File: config.mk
export PLATFORM = sky130hd
export DESIGN_NAME = seq_divider
export DESIGN_NICKNAME = d
export VERILOG_FILES = /design/src/rtl/mm_pkg.sv /design/src/rtl/seq_divider_div_step.sv /design/src/rtl/seq_divider.sv
export SDC_FILE = /design/constraint.sdc
export NUM_CORES = 1
export LEC_CHECK = 0
export CORE_ASPECT_RATIO = 1.75
export CORE_MARGIN = 2
export CORE_UTILIZATION = 40
export CTS_CLUSTER_DIAMETER = 40
export DETAILED_ROUTE_END_ITERATION = 16
export SLEW_MARGIN = 20
export SYNTH_ARGS = -nofsm -noshare
export SYNTH_HDL_FRONTEND = slang
export SYNTH_SLANG_ARGS = --single-unit
File: constraint.sdc
create_clock -name clk -period 1.9 [get_ports clk]
set_input_delay 0.57 -clock clk [delete_from_list [all_inputs] [get_ports clk]]
set_output_delay 0.57 -clock clk [all_outputs]
set_load 0.05 [all_outputs]
File: src/rtl/mm_pkg.sv
// Shared definitions for the matrix multiplier / divider datapaths:
// FSM state encoding, default widths and a two's-complement sign helper.
package mm_pkg;

  localparam int DEF_DATA_WIDTH = 4;
  localparam int DEF_QW         = 2 * DEF_DATA_WIDTH;
  localparam int DEF_CNT_W      = $clog2(DEF_QW);

  // Widest operand the sign helper handles; callers zero-extend in and cast back down.
  localparam int MAX_W = 32;

  typedef enum logic [1:0] {
    ST_IDLE,
    ST_CALC,
    ST_FIX,
    ST_DONE
  } state_t;

  // Two's-complement negate when neg is set; with neg = sign bit this yields |value|.
  function automatic logic [MAX_W-1:0] cond_neg(input logic neg,
                                                input logic [MAX_W-1:0] value);
    return neg ? (~value + MAX_W'(1)) : value;
  endfunction

endpackage

File: src/rtl/seq_divider_div_step.sv
// One restoring-division step: shift the partial remainder left, bring in the
// next dividend bit, and subtract the divisor magnitude when it fits.
module div_step
  import mm_pkg::*;
#(
  parameter int DATA_WIDTH = DEF_DATA_WIDTH
) (
  input  logic [DATA_WIDTH:0]   prem,
  input  logic                  bit_in,
  input  logic [DATA_WIDTH-1:0] divisor,
  output logic [DATA_WIDTH:0]   prem_next,
  output logic                  quot_bit
);

  logic [DATA_WIDTH+1:0] shifted;

  always_comb begin
    shifted   = {prem, bit_in};
    quot_bit  = (shifted >= (DATA_WIDTH+2)'(divisor));
    prem_next = quot_bit ? (DATA_WIDTH+1)'(shifted - (DATA_WIDTH+2)'(divisor))
                         : (DATA_WIDTH+1)'(shifted);
  end

endmodule

File: src/rtl/seq_divider.sv
// Iterative signed divider: 2*DATA_WIDTH-bit dividend by DATA_WIDTH-bit divisor,
// one restoring step per clock, valid/ready handshake on input and output.
module seq_divider
  import mm_pkg::*;
#(
  parameter int DATA_WIDTH = DEF_DATA_WIDTH
) (
  input  logic                    clk,
  input  logic                    rst_n,
  input  logic                    in_valid,
  output logic                    in_ready,
  input  logic [2*DATA_WIDTH-1:0] in_dividend,
  input  logic [DATA_WIDTH-1:0]   in_divisor,
  output logic                    out_valid,
  input  logic                    out_ready,
  output logic [2*DATA_WIDTH-1:0] out_quot,
  output logic [DATA_WIDTH-1:0]   out_rem,
  output logic                    out_div_zero,
  output logic                    out_ovf
);

  localparam int DW    = DATA_WIDTH;
  localparam int QW    = 2 * DW;
  localparam int CNT_W = $clog2(QW);

  state_t           state;
  logic [CNT_W-1:0] cnt;

  // dvd_q starts as |dividend| and fills with quotient bits from the LSB as it shifts out.
  logic [QW-1:0] dvd_q;
  logic [DW-1:0] dvs_q;
  logic [DW:0]   prem_q;
  logic          neg_quot;
  logic          neg_rem;
  logic          div_zero;
  logic          ovf;

  logic          accept;
  logic          divisor_zero;
  logic          is_ovf;
  logic [QW-1:0] abs_dvd;
  logic [DW-1:0] abs_dvs;
  logic [QW-1:0] quot_fixed;
  logic [DW-1:0] rem_fixed;
  logic [DW:0]   prem_next;
  logic          quot_bit;

  assign in_ready = (state == ST_IDLE);
  assign accept   = in_valid && in_ready;

  always_comb begin
    divisor_zero = (in_divisor == '0);
    is_ovf       = (in_dividend == {1'b1, {(QW-1){1'b0}}}) && (in_divisor == '1);
    abs_dvd      = QW'(cond_neg(in_dividend[QW-1], MAX_W'(in_dividend)));
    abs_dvs      = DW'(cond_neg(in_divisor[DW-1], MAX_W'(in_divisor)));
    quot_fixed   = QW'(cond_neg(neg_quot, MAX_W'(dvd_q)));
    rem_fixed    = DW'(cond_neg(neg_rem, MAX_W'(prem_q[DW-1:0])));
  end

  div_step #(
    .DATA_WIDTH(DW)
  ) u_step (
    .prem      (prem_q),
    .bit_in    (dvd_q[QW-1]),
    .divisor   (dvs_q),
    .prem_next (prem_next),
    .quot_bit  (quot_bit)
  );

  // NOTE: sequential state uses non-blocking assignments so every register samples pre-edge values.
  always_ff @(posedge clk) begin
    if (!rst_n) begin
      state        <= ST_IDLE;
      cnt          <= '0;
      out_valid    <= 1'b0;
      out_quot     <= '0;
      out_rem      <= '0;
      out_div_zero <= 1'b0;
      out_ovf      <= 1'b0;
    end else begin
      case (state)
        ST_IDLE: begin
          if (accept) begin
            cnt   <= '0;
            state <= divisor_zero ? ST_FIX : ST_CALC;
          end
        end
        ST_CALC: begin
          cnt <= cnt + CNT_W'(1);
          if (cnt == CNT_W'(QW - 1)) state <= ST_FIX;
        end
        ST_FIX: begin
          out_valid    <= 1'b1;
          out_div_zero <= div_zero;
          out_ovf      <= ovf;
          if (div_zero) begin
            out_quot <= '0;
            out_rem  <= dvd_q[DW-1:0];
          end else begin
            out_quot <= quot_fixed;
            out_rem  <= rem_fixed;
          end
          state <= ST_DONE;
        end
        ST_DONE: begin
          if (out_ready) begin
            out_valid <= 1'b0;
            state     <= ST_IDLE;
          end
        end
        default: state <= ST_IDLE;
      endcase
    end
  end

  // NOTE: working registers carry no reset; they are always loaded at accept before being read.
  always_ff @(posedge clk) begin
    if (accept) begin
      neg_quot <= in_dividend[QW-1] ^ in_divisor[DW-1];
      neg_rem  <= in_dividend[QW-1];
      div_zero <= divisor_zero;
      ovf      <= is_ovf;
      // A zero divisor keeps the raw dividend so its low bits can be reported as the remainder.
      dvd_q    <= divisor_zero ? in_dividend : abs_dvd;
      dvs_q    <= abs_dvs;
      prem_q   <= '0;
    end else if (state == ST_CALC) begin
      dvd_q  <= {dvd_q[QW-2:0], quot_bit};
      prem_q <= prem_next;
    end
  end

endmodule

Word level (Yosys, flattened, before mapping). Cells that the tools add are included.

$add $sub $neg: 6. Magnitude comparators: 1. Equal/unequal tests: 9. Muxes and demuxes: 19. Bitwise gates (word level): 5. Reductions and logical operators: 10.

Operator list (count): 8-bit 2-to-1 mux (6); 8-bit by 1-bit adder with 8-bit output, second input constant (2); 8-bit NOT (2); 4-bit by 1-bit adder with 4-bit output, second input constant (2); 8-bit equality test, second input constant (1); 2-bit 2-to-1 mux (4); 4-bit 2-to-1 mux (2); 4-bit NOT (2); 2-bit case mux with 4 select lines (1); 6-bit by 4-bit greater-or-equal comparator with 1-bit output (1); 3-bit 2-to-1 mux (2); 3-bit case mux with 2 select lines (1); 2-bit nonzero test (3); 5-bit 2-to-1 mux (1); 5-bit by 4-bit subtractor with 5-bit output (1); 2-bit equality test, second input constant (2); 4-bit equality test, second input constant (1); 4-bit zero test (1); 2-bit != test, second input constant (2); 2-bit AND reduction (2); 3-bit by 1-bit adder with 3-bit output, second input constant (1); 3-bit equality test, second input constant (1); 3-bit AND reduction (1); 2-bit by 1-bit equality test with 1-bit output, second input constant (1); 6 further kinds (7).

Flip-flop bits (word level): 41. Input port bits: 16. Output and inout port bits: 16. Logic and storage cells: 65.

Depth between registers and ports, before layout. Gate-level depths: netlist of run 1.

Depth after elaboration: 5. Depth in mapped cells: 8. Gate-level depth less buffers: 7.

Modules after synthesis. A second synthesis of run 1 with hierarchy kept.

Cells, all modules: 244. Area, all modules: 2347.3 sq um.

By module, submodules not included: seq_divider (instances 1, cells an instance 215, area an instance 2113.3 sq um, sequential area each 980.9 sq um); div_step (instances 1, cells an instance 29, area an instance 234.0 sq um, sequential area each 0.0 sq um).

Worst setup path before layout of run 1. Ideal clock, no wire load.

Kind: reg-to-reg. Start point: register state[0]. End point: register dvd_q[0] (enable). Library setup time: 0.328 ns. Arrival: 1.794 ns. Data required time: 1.572 ns. Path slack: -0.222 ns. Stages on the path, launching flop included: 8. Period minus slack after synthesis: 2.122 ns. Cells stage by stage: dfxtp_1 inv_1 ha_1 nand2_1 clkbuf_1 inv_1 nor2_1 inv_1.

Cells in the longest elaborated chain, start to end: 3. Elaborated cells on any way between the ends: 4.

Ends and longest elaborated chain: start: declaration (line seq_divider.sv:26) `state_t state;`; start signal: assignment (line seq_divider.sv:85) `state <= divisor_zero ? ST_FIX : ST_CALC;`; 2-bit zero test (line seq_divider.sv:48) `assign in_ready = (state == ST_IDLE);`; net in_ready (line seq_divider.sv:11) `output logic in_ready,`; 1-bit logical AND (line seq_divider.sv:49) `assign accept = in_valid && in_ready;`; net accept (line seq_divider.sv:38) `logic accept;`; 2-bit nonzero test (no line); end signal: assignment (line seq_divider.sv:124) `dvd_q <= divisor_zero ? in_dividend : abs_dvd;`; end signal: assignment (line seq_divider.sv:128) `dvd_q <= {dvd_q[QW-2:0], quot_bit};`; end: declaration (line seq_divider.sv:30) `logic [QW-1:0] dvd_q;`.

The timed path passes the listed nets, and every way through them passes these cells. A chain may end at the register's enable or synchronous reset.

Worst setup path in the final report of run 1.
Start point: register dvd_q[7]. End point: register prem_q[4].

Cells in the longest elaborated chain, start to end: 2. Elaborated cells on any way between the ends: 3.

Ends and longest elaborated chain: 5-bit by 4-bit subtractor with 5-bit output or 6-bit by 4-bit greater-or-equal comparator with 1-bit output (tied branches) (line seq_divider_div_step.sv:20, seq_divider_div_step.sv:19); 5-bit 2-to-1 mux (*) (line seq_divider_div_step.sv:20) `prem_next = quot_bit ? (DATA_WIDTH+1)'(shifted - (DATA_WIDTH+2)'(divisor))`; end signal: assignment (line seq_divider.sv:129) `prem_q <= prem_next;`; end: declaration (line seq_divider.sv:32) `logic [DW:0] prem_q;`.

Mark *: on every way between the ends. The rest lies on a longest branch, timed or not.

==> reports/qor.yml, run 1 <==
synthesis:
  syn-mean-instance-area_um2: 9.52
  seq_area_frac_synth_pct: 42.1
  synthArstFlopShare_pct: 0
  syn_area_um2: 2330
  yosys-top-cells-area: "dfxtp_1 21%, edfxtp_1 21%, ha_1 8.6%, xor2_1 4.9%, o21ai_0 4.1%"
  yosysMostFrequentCell: "dfxtp_1"
  synthTopCellsByCount: "25 x dfxtp_1, 24 x nand2_1, 23 x inv_1, 19 x o21ai_0"
  yosysTopAreaCell: "dfxtp_1"
  synth.distinct_cells: 47
  synth_top_area_share_pct: 21.5
  yosys_warnings: 0
  syn-num-nets: 278
  synth_edf_count: 16
  ys_seq_elements: 41
  synth_ff_type: "dfxtp_1"
  synthCells: 245
clocking:
  cts_tree: "built"
  clock-sinks: 41
  clk_latency_ns: 0.29
  h-tree-depth: 2
  cts_hold_buf: 0
  root_buffer: "clkbuf_8"
  cts.clk_slew.worst_paths_ns: 0.08
  clockBufferDepth: 2
  cts_inserted_buffers: 5
detailed_routing:
  drtPass1Iterations: 4
  wl_per_cell_um: 13.1
  drt-vias-per-instance: 4.98
  remaining_drc_errors: 0
  vias: 1959
  drt_iter0_drc: 58
  routed_wl_mm: 5.14
  final_antenna_net_count: 0
layout:
  antenna_cells: 0
  fin_area_um2: 3210
  area_growth_pct: 37.6
  n_fill_cell: 525
  drive_gt1_share_pct: 29.0
  finalNetCount: 349
power_and_ir_drop:
  switching_share_pct: 40.7
  power_frac_clock_pct: 13.3
  seqPwrFrac_pct: 33.5
  p_int_mw: 2.68
  cellPowerDensity_nw_per_um2: 1410
  power.total_mw: 4.53
  power.leakage_nw: 1.37
  combPwrFrac_pct: 53.1
  p_switching_mw: 1.84
  vdd.ir_drop.worst_uv: 489
timing:
  slew_headroom_pct: 74.2
  finalMaxSlewViolations: 0
  fin_crit_ns: 1.94
  tightest_slew_ns: 0.385
  setup_viol: 4
  fin_skew_ns: 0.0131
  fin_crit_sh_pct: 102
  rsz0062_at_grt: "true"
  finalWorstSetupSlack_ns: -0.0373
  hold_viol: 0
  max_freq_mhz: 516
placement:
  postPlaceCellArea_um2: 3000
  hpwl_mm: 4.07
  post-place-ws_ns: -0.480
  place_congestion: 0.804
  port_buffers: 31
global_routing:
  grt_pass1_wl_mm: 8.78
  grt_remaining_overflow: 0
  antenna_found_initial: 0
  grt_start_max_net_pins: 14
  track_usage_pct: 17.7
  grt_pass1_vias: 1964
die:
  die_w_um: 61.7
  fp.coreArea_um2: 5590
  rows: 36
  dieArea_um2: 6480
  die_h_um: 105
  num_io_pins: 32
  initial_core_util_pct: 41.8
worst_hold_path:
  min-delay-start: "out_quot[7]$_SDFFE_PN0P_"
  min_path_type: "flip-flop to flip-flop"
flow_run:
  max_cap_viol_count: 0
run_status:
  status: "complete, but fails checks"
  violations: "negative setup slack"
setup_path:
  worstPathMaxFanout: 4
  reg2reg_from: "dvd_q[7]$_DFFE_PP_"
  cp.required_ns: 2.12
  cp-end-kind: "flip-flop"
  worstSetupPathType: "flip-flop to flip-flop"
  r2r_slack_ns: -0.04
  crit_path_start: "dvd_q[7]$_DFFE_PP_"
  crit_arrival_ns: 2.16
  start_kind: "flip-flop"
-- power by group through the flow --
stage | Combinational (mW) | Clock, mW | Sequential, mW
after CTS | 2.37 | 0.624 | 1.52
after global placement | 2.21 | 0 | 1.53
after global routing | 2.65 | 0.658 | 1.56
after detailed placement | 2.24 | 0 | 1.54
after floorplan | 1.20 | 0 | 1.69
final | 2.41 | 0.604 | 1.52
-- state kept, by name, summed over array words and instances (netlist names) --
name,cells
out_rem,4
neg_quot,1
prem_q,5
ovf,1
out_div_zero,1
out_valid,1
neg_rem,1
out_ovf,1
cnt,3
out_quot,8
div_zero,1
dvd_q,8
dvs_q,4
state,2
-- worst max-delay path, stage by stage, from the launching register on --
cell      delay (ns)
edfxtp_1        0.40
inv_2           0.10
ha_4            0.14
inv_4           0.03
fa_2            0.34
a221o_1         0.39
or3_1           0.33
a31oi_1         0.15
-- per-layer routing --
layer	track usage (%)	share of wire [%]
met1	19.4	39
met2	32.2	57
met3	3.71	2.7
met4	5.32	0.95
met5	0	0
-- placed cells by master (no fill, tap or decap), types with 3 or more instances in the layout --
master / n
ha_1: 12
nand2_1: 24
nor2_1: 4
inv_1: 20
clkdlybuf4s50_1: 10
nand3_1: 3
nor2b_1: 13
and2_1: 3
edfxtp_1: 16
mux2i_1: 9
o31ai_1: 6
dfxtp_1: 25
xnor2_1: 4
nor3_2: 3
clkbuf_8: 6
nand2b_1: 4
o21ai_1: 3
a21oi_1: 7
a32oi_1: 3
dlygate4sd2_1: 4
nand3b_1: 3
xor2_1: 13
buf_4: 57
o21ai_0: 16
a31oi_1: 3
-- metrics by stage --
stage	cells	utilization, %	setup TNS, ns	hold slack, ns
3_3_place_gp	380	53.7	-4.19	0.440
3_5_place_dp	380	53.7	-4.50	0.449
2_1_floorplan	245	-	-0.0165	0.479
4_1_cts	391	56.7	-0.180	0.460
5_1_grt	393	57.4	-0.464	0.482
6_report	393	57.4	-0.0679	0.452
-- logic make-up (layout without fill, tap and decap cells) --
kind of cell	count (synthesis)	count (layout)	synth area share [%]
multiplexers	9	9	3.86
AND/OR/NAND/NOR	70	70	16.1
XOR/XNOR	17	17	6.38
buffers and inverters	33	105	5.36
adder cells (fa/ha/maj)	17	17	9.44
AO/OA/AOI/OAI	58	58	16.7
flip-flops	41	41	42.1
-- path summary, 6_finish.rpt --
check	to	cells after the start
max	prem_q[4]$_SDFFE_PP0P_	7
min	out_quot[7]$_SDFFE_PN0P_	2
max reg2reg	prem_q[4]$_SDFFE_PP0P_	7
min reg2reg	out_quot[7]$_SDFFE_PN0P_	2
-- layout make-up --
type / count / area, um2 / area share, %
clock buffers: 6 / 82.6 / 2.57
clock inverters: 2 / 13.8 / 0.429
inverters: 23 / 88.8 / 2.77
multi-input cells: 171 / 1330 / 41.5
flip-flops and latches: 41 / 981 / 30.6
well taps: 76 / 95.1 / 2.96
repair buffers: 74 / 616 / 19.2
-- what timing repair did --
item                       in CTS  in global routing
buffers inserted                3                  2
gates resized for setup        20                  6
gates cloned                    0                  0
setup endpoints to repair      14                 12
pin swaps                      12                  5
(Power assumes the default switching activity.)
==> inputs of run 2 (changes only) <==
--- a/config.mk
+++ b/config.mk
@@ -5,11 +5,14 @@
 export SDC_FILE = /design/constraint.sdc
 export NUM_CORES = 1
 export LEC_CHECK = 0
+export CELL_PAD_IN_SITES_DETAIL_PLACEMENT = 1
+export CELL_PAD_IN_SITES_GLOBAL_PLACEMENT = 1
 export CORE_ASPECT_RATIO = 1.75
 export CORE_MARGIN = 2
-export CORE_UTILIZATION = 40
+export CORE_UTILIZATION = 38
 export CTS_CLUSTER_DIAMETER = 40
 export DETAILED_ROUTE_END_ITERATION = 16
+export PLACE_DENSITY_LB_ADDON = 0.1
 export SLEW_MARGIN = 20
 export SYNTH_ARGS = -nofsm -noshare
 export SYNTH_HDL_FRONTEND = slang
==> run 2 against run 1 <==
The run still ends with negative setup slack left. Sequential share of layout area decreased by 1.1 points. Hold slack improved by 0.0094 ns. First-iteration DRC count increased by 17%. Cell count increased by 3.1%. Highest routed layer unchanged.
==> reports/qor.yml, run 2 (same netlist as run 1, synthesis figures left out) <==
power_and_ir_drop:
  cellPowerDensity_nw_per_um2: 1400
  vdd.ir_drop.worst_uv: 547
  power.leakage_nw: 1.44
die:
  num_io_pins: 32
  dieArea_um2: 6800
  fp.coreArea_um2: 5930
  initial_core_util_pct: 39.4
  die_w_um: 63.2
  die_h_um: 108
  rows: 37
layout:
  reg.largest.list: "dvd_q (8), out_quot (8), prem_q (5)"
  area_growth_pct: 42.7
  mostFrequentLayoutCell: "buf_4"
  antenna_cells: 0
  finalNetCount: 359
  drive_gt1_share_pct: 32.4
  n_fill_cell: 729
  layout_common_cells: "64 x buf_4, 25 x dfxtp_1, 24 x nand2_1"
detailed_routing:
  drtPass1Iterations: 4
  final_antenna_net_count: 0
  remaining_drc_errors: 0
  drt_iter0_drc: 68
  routed_wl_mm: 6.20
  wl_per_cell_um: 15.3
  drt-vias-per-instance: 5.13
  vias: 2078
timing:
  finalMaxSlewViolations: 0
  hold_viol: 0
  finalWorstSetupSlack_ns: -0.0830
  fin_crit_ns: 1.98
  setup_tns_ns: -0.196
  whs_ns: 0.462
  fin_crit_sh_pct: 104
  fin_skew_ns: 0.00801
  slew_headroom_pct: 73.6
  max_freq_mhz: 504
  rsz0062_at_grt: "true"
  setup_viol: 4
  tightest_slew_ns: 0.395
setup_path:
  worstPathMaxFanout: 4
  crit_top_cell: "inv_2"
  start_kind: "flip-flop"
  max_stage_delay_ns: 0.41
  cp.required_ns: 2.08
  crit_path_top_delay_cell: "edfxtp_1"
  worstPathCellList: "inv_2 > ha_4 > inv_2 > fa_2 > a221o_1 > buf_6 > nor3_4 > o32ai_1"
  worstSetupPathType: "flip-flop to flip-flop"
  crit_arrival_ns: 2.16
  cp-end-kind: "flip-flop"
run_status:
  violations: "negative setup slack"
  status: "complete, but fails checks"
clocking:
  clk_latency_ns: 0.30
  root_buffer: "clkbuf_8"
  clockBufferDepth: 2
  cts_inserted_buffers: 5
  h-tree-depth: 2
  cts.clk_slew.worst_paths_ns: 0.09
  cts_tree: "built"
  clock-sinks: 41
placement:
  post-place-ws_ns: -0.525
  place_congestion: 0.852
  hpwl_mm: 4.65
  port_buffers: 31
global_routing:
  grt_pass1_vias: 2196
  grt_remaining_overflow: 0
  grt_start_max_net_pins: 14
  track_usage_pct: 18.9
  grt_pass1_wl_mm: 10.0
  antenna_found_initial: 0
worst_hold_path:
  min_path_type: "flip-flop to flip-flop"
flow_run:
  max_cap_viol_count: 0
==> run 2: cell count changes in the layout (fill, tap and decap cells not counted), sizes merged <==
cell / before / now
dlymetal6s2s: 1 / 2
clkdlybuf4s50: 10 / 9
clkdlybuf4s15: 0 / 1
buf: 59 / 69
dlygate4sd2: 4 / 2
inv: 23 / 24
==> run 2: routing by layer <==
metal | GRT usage (%) | share of wire, %
met4 | 7.30 | 1.7
met5 | 0 | 0
met2 | 37.9 | 59
met1 | 18.9 | 37
met3 | 3.03 | 2.2
==> run 2: per-stage QoR <==
step	util, %	power [mW]	instance area [um2]	std cells
finish	56.1	4.66	3330	405
CTS	54.8	4.62	3250	401
detailed placement	51.2	3.88	3030	385
global route	56.1	5.00	3330	405
floorplan	-	2.89	2370	245
global placement	51.2	3.82	3030	385
==> run 2: worst paths after layout <==
path | slack (ns) | startpoint | depth (start not counted) | end
hold / removal | 0.46 | out_quot[7]$_SDFFE_PN0P_ | 2 | out_quot[7]$_SDFFE_PN0P_
hold reg to reg | 0.46 | out_quot[7]$_SDFFE_PN0P_ | 2 | out_quot[7]$_SDFFE_PN0P_
setup / recovery | -0.08 | dvd_q[7]$_DFFE_PP_ | 8 | prem_q[0]$_SDFFE_PP0P_
setup reg to reg | -0.08 | dvd_q[7]$_DFFE_PP_ | 8 | prem_q[0]$_SDFFE_PP0P_
==> run 2: what timing repair did <==
item                       CTS  global route
resized for setup           23            16
hold buffers                 0             0
pin swaps                   16            10
setup buffers                8             4
setup endpoints to repair   14            14
==> run 2: cell type report <==
class	count	area (um2)	share of cell area, %
inverters	23	86.3	2.59
well taps	78	97.6	2.93
multi-input cells	171	1370	41.1
flip-flops and latches	41	981	29.5
repair buffers	84	711	21.4
clock buffers	5	68.8	2.07
clock inverters	3	16.3	0.489
==> run 2: worst max-delay path: cells and delay by family (launching register included) <==
kind	cells	cell delay [ns]
AOI/OAI and AO/OA	2	0.52
and+or+nand+nor	1	0.17
buffers and inverters	3	0.30
adders and majority gates	2	0.48
DFF	1	0.41
==> run 2: power breakdown <==
part	internal, mW	switching (mW)	total (mW)	leakage (nW)
clock	0.255	0.323	0.578	0.0482
combinational	1.22	1.33	2.55	1.04
sequential	1.24	0.292	1.54	0.359
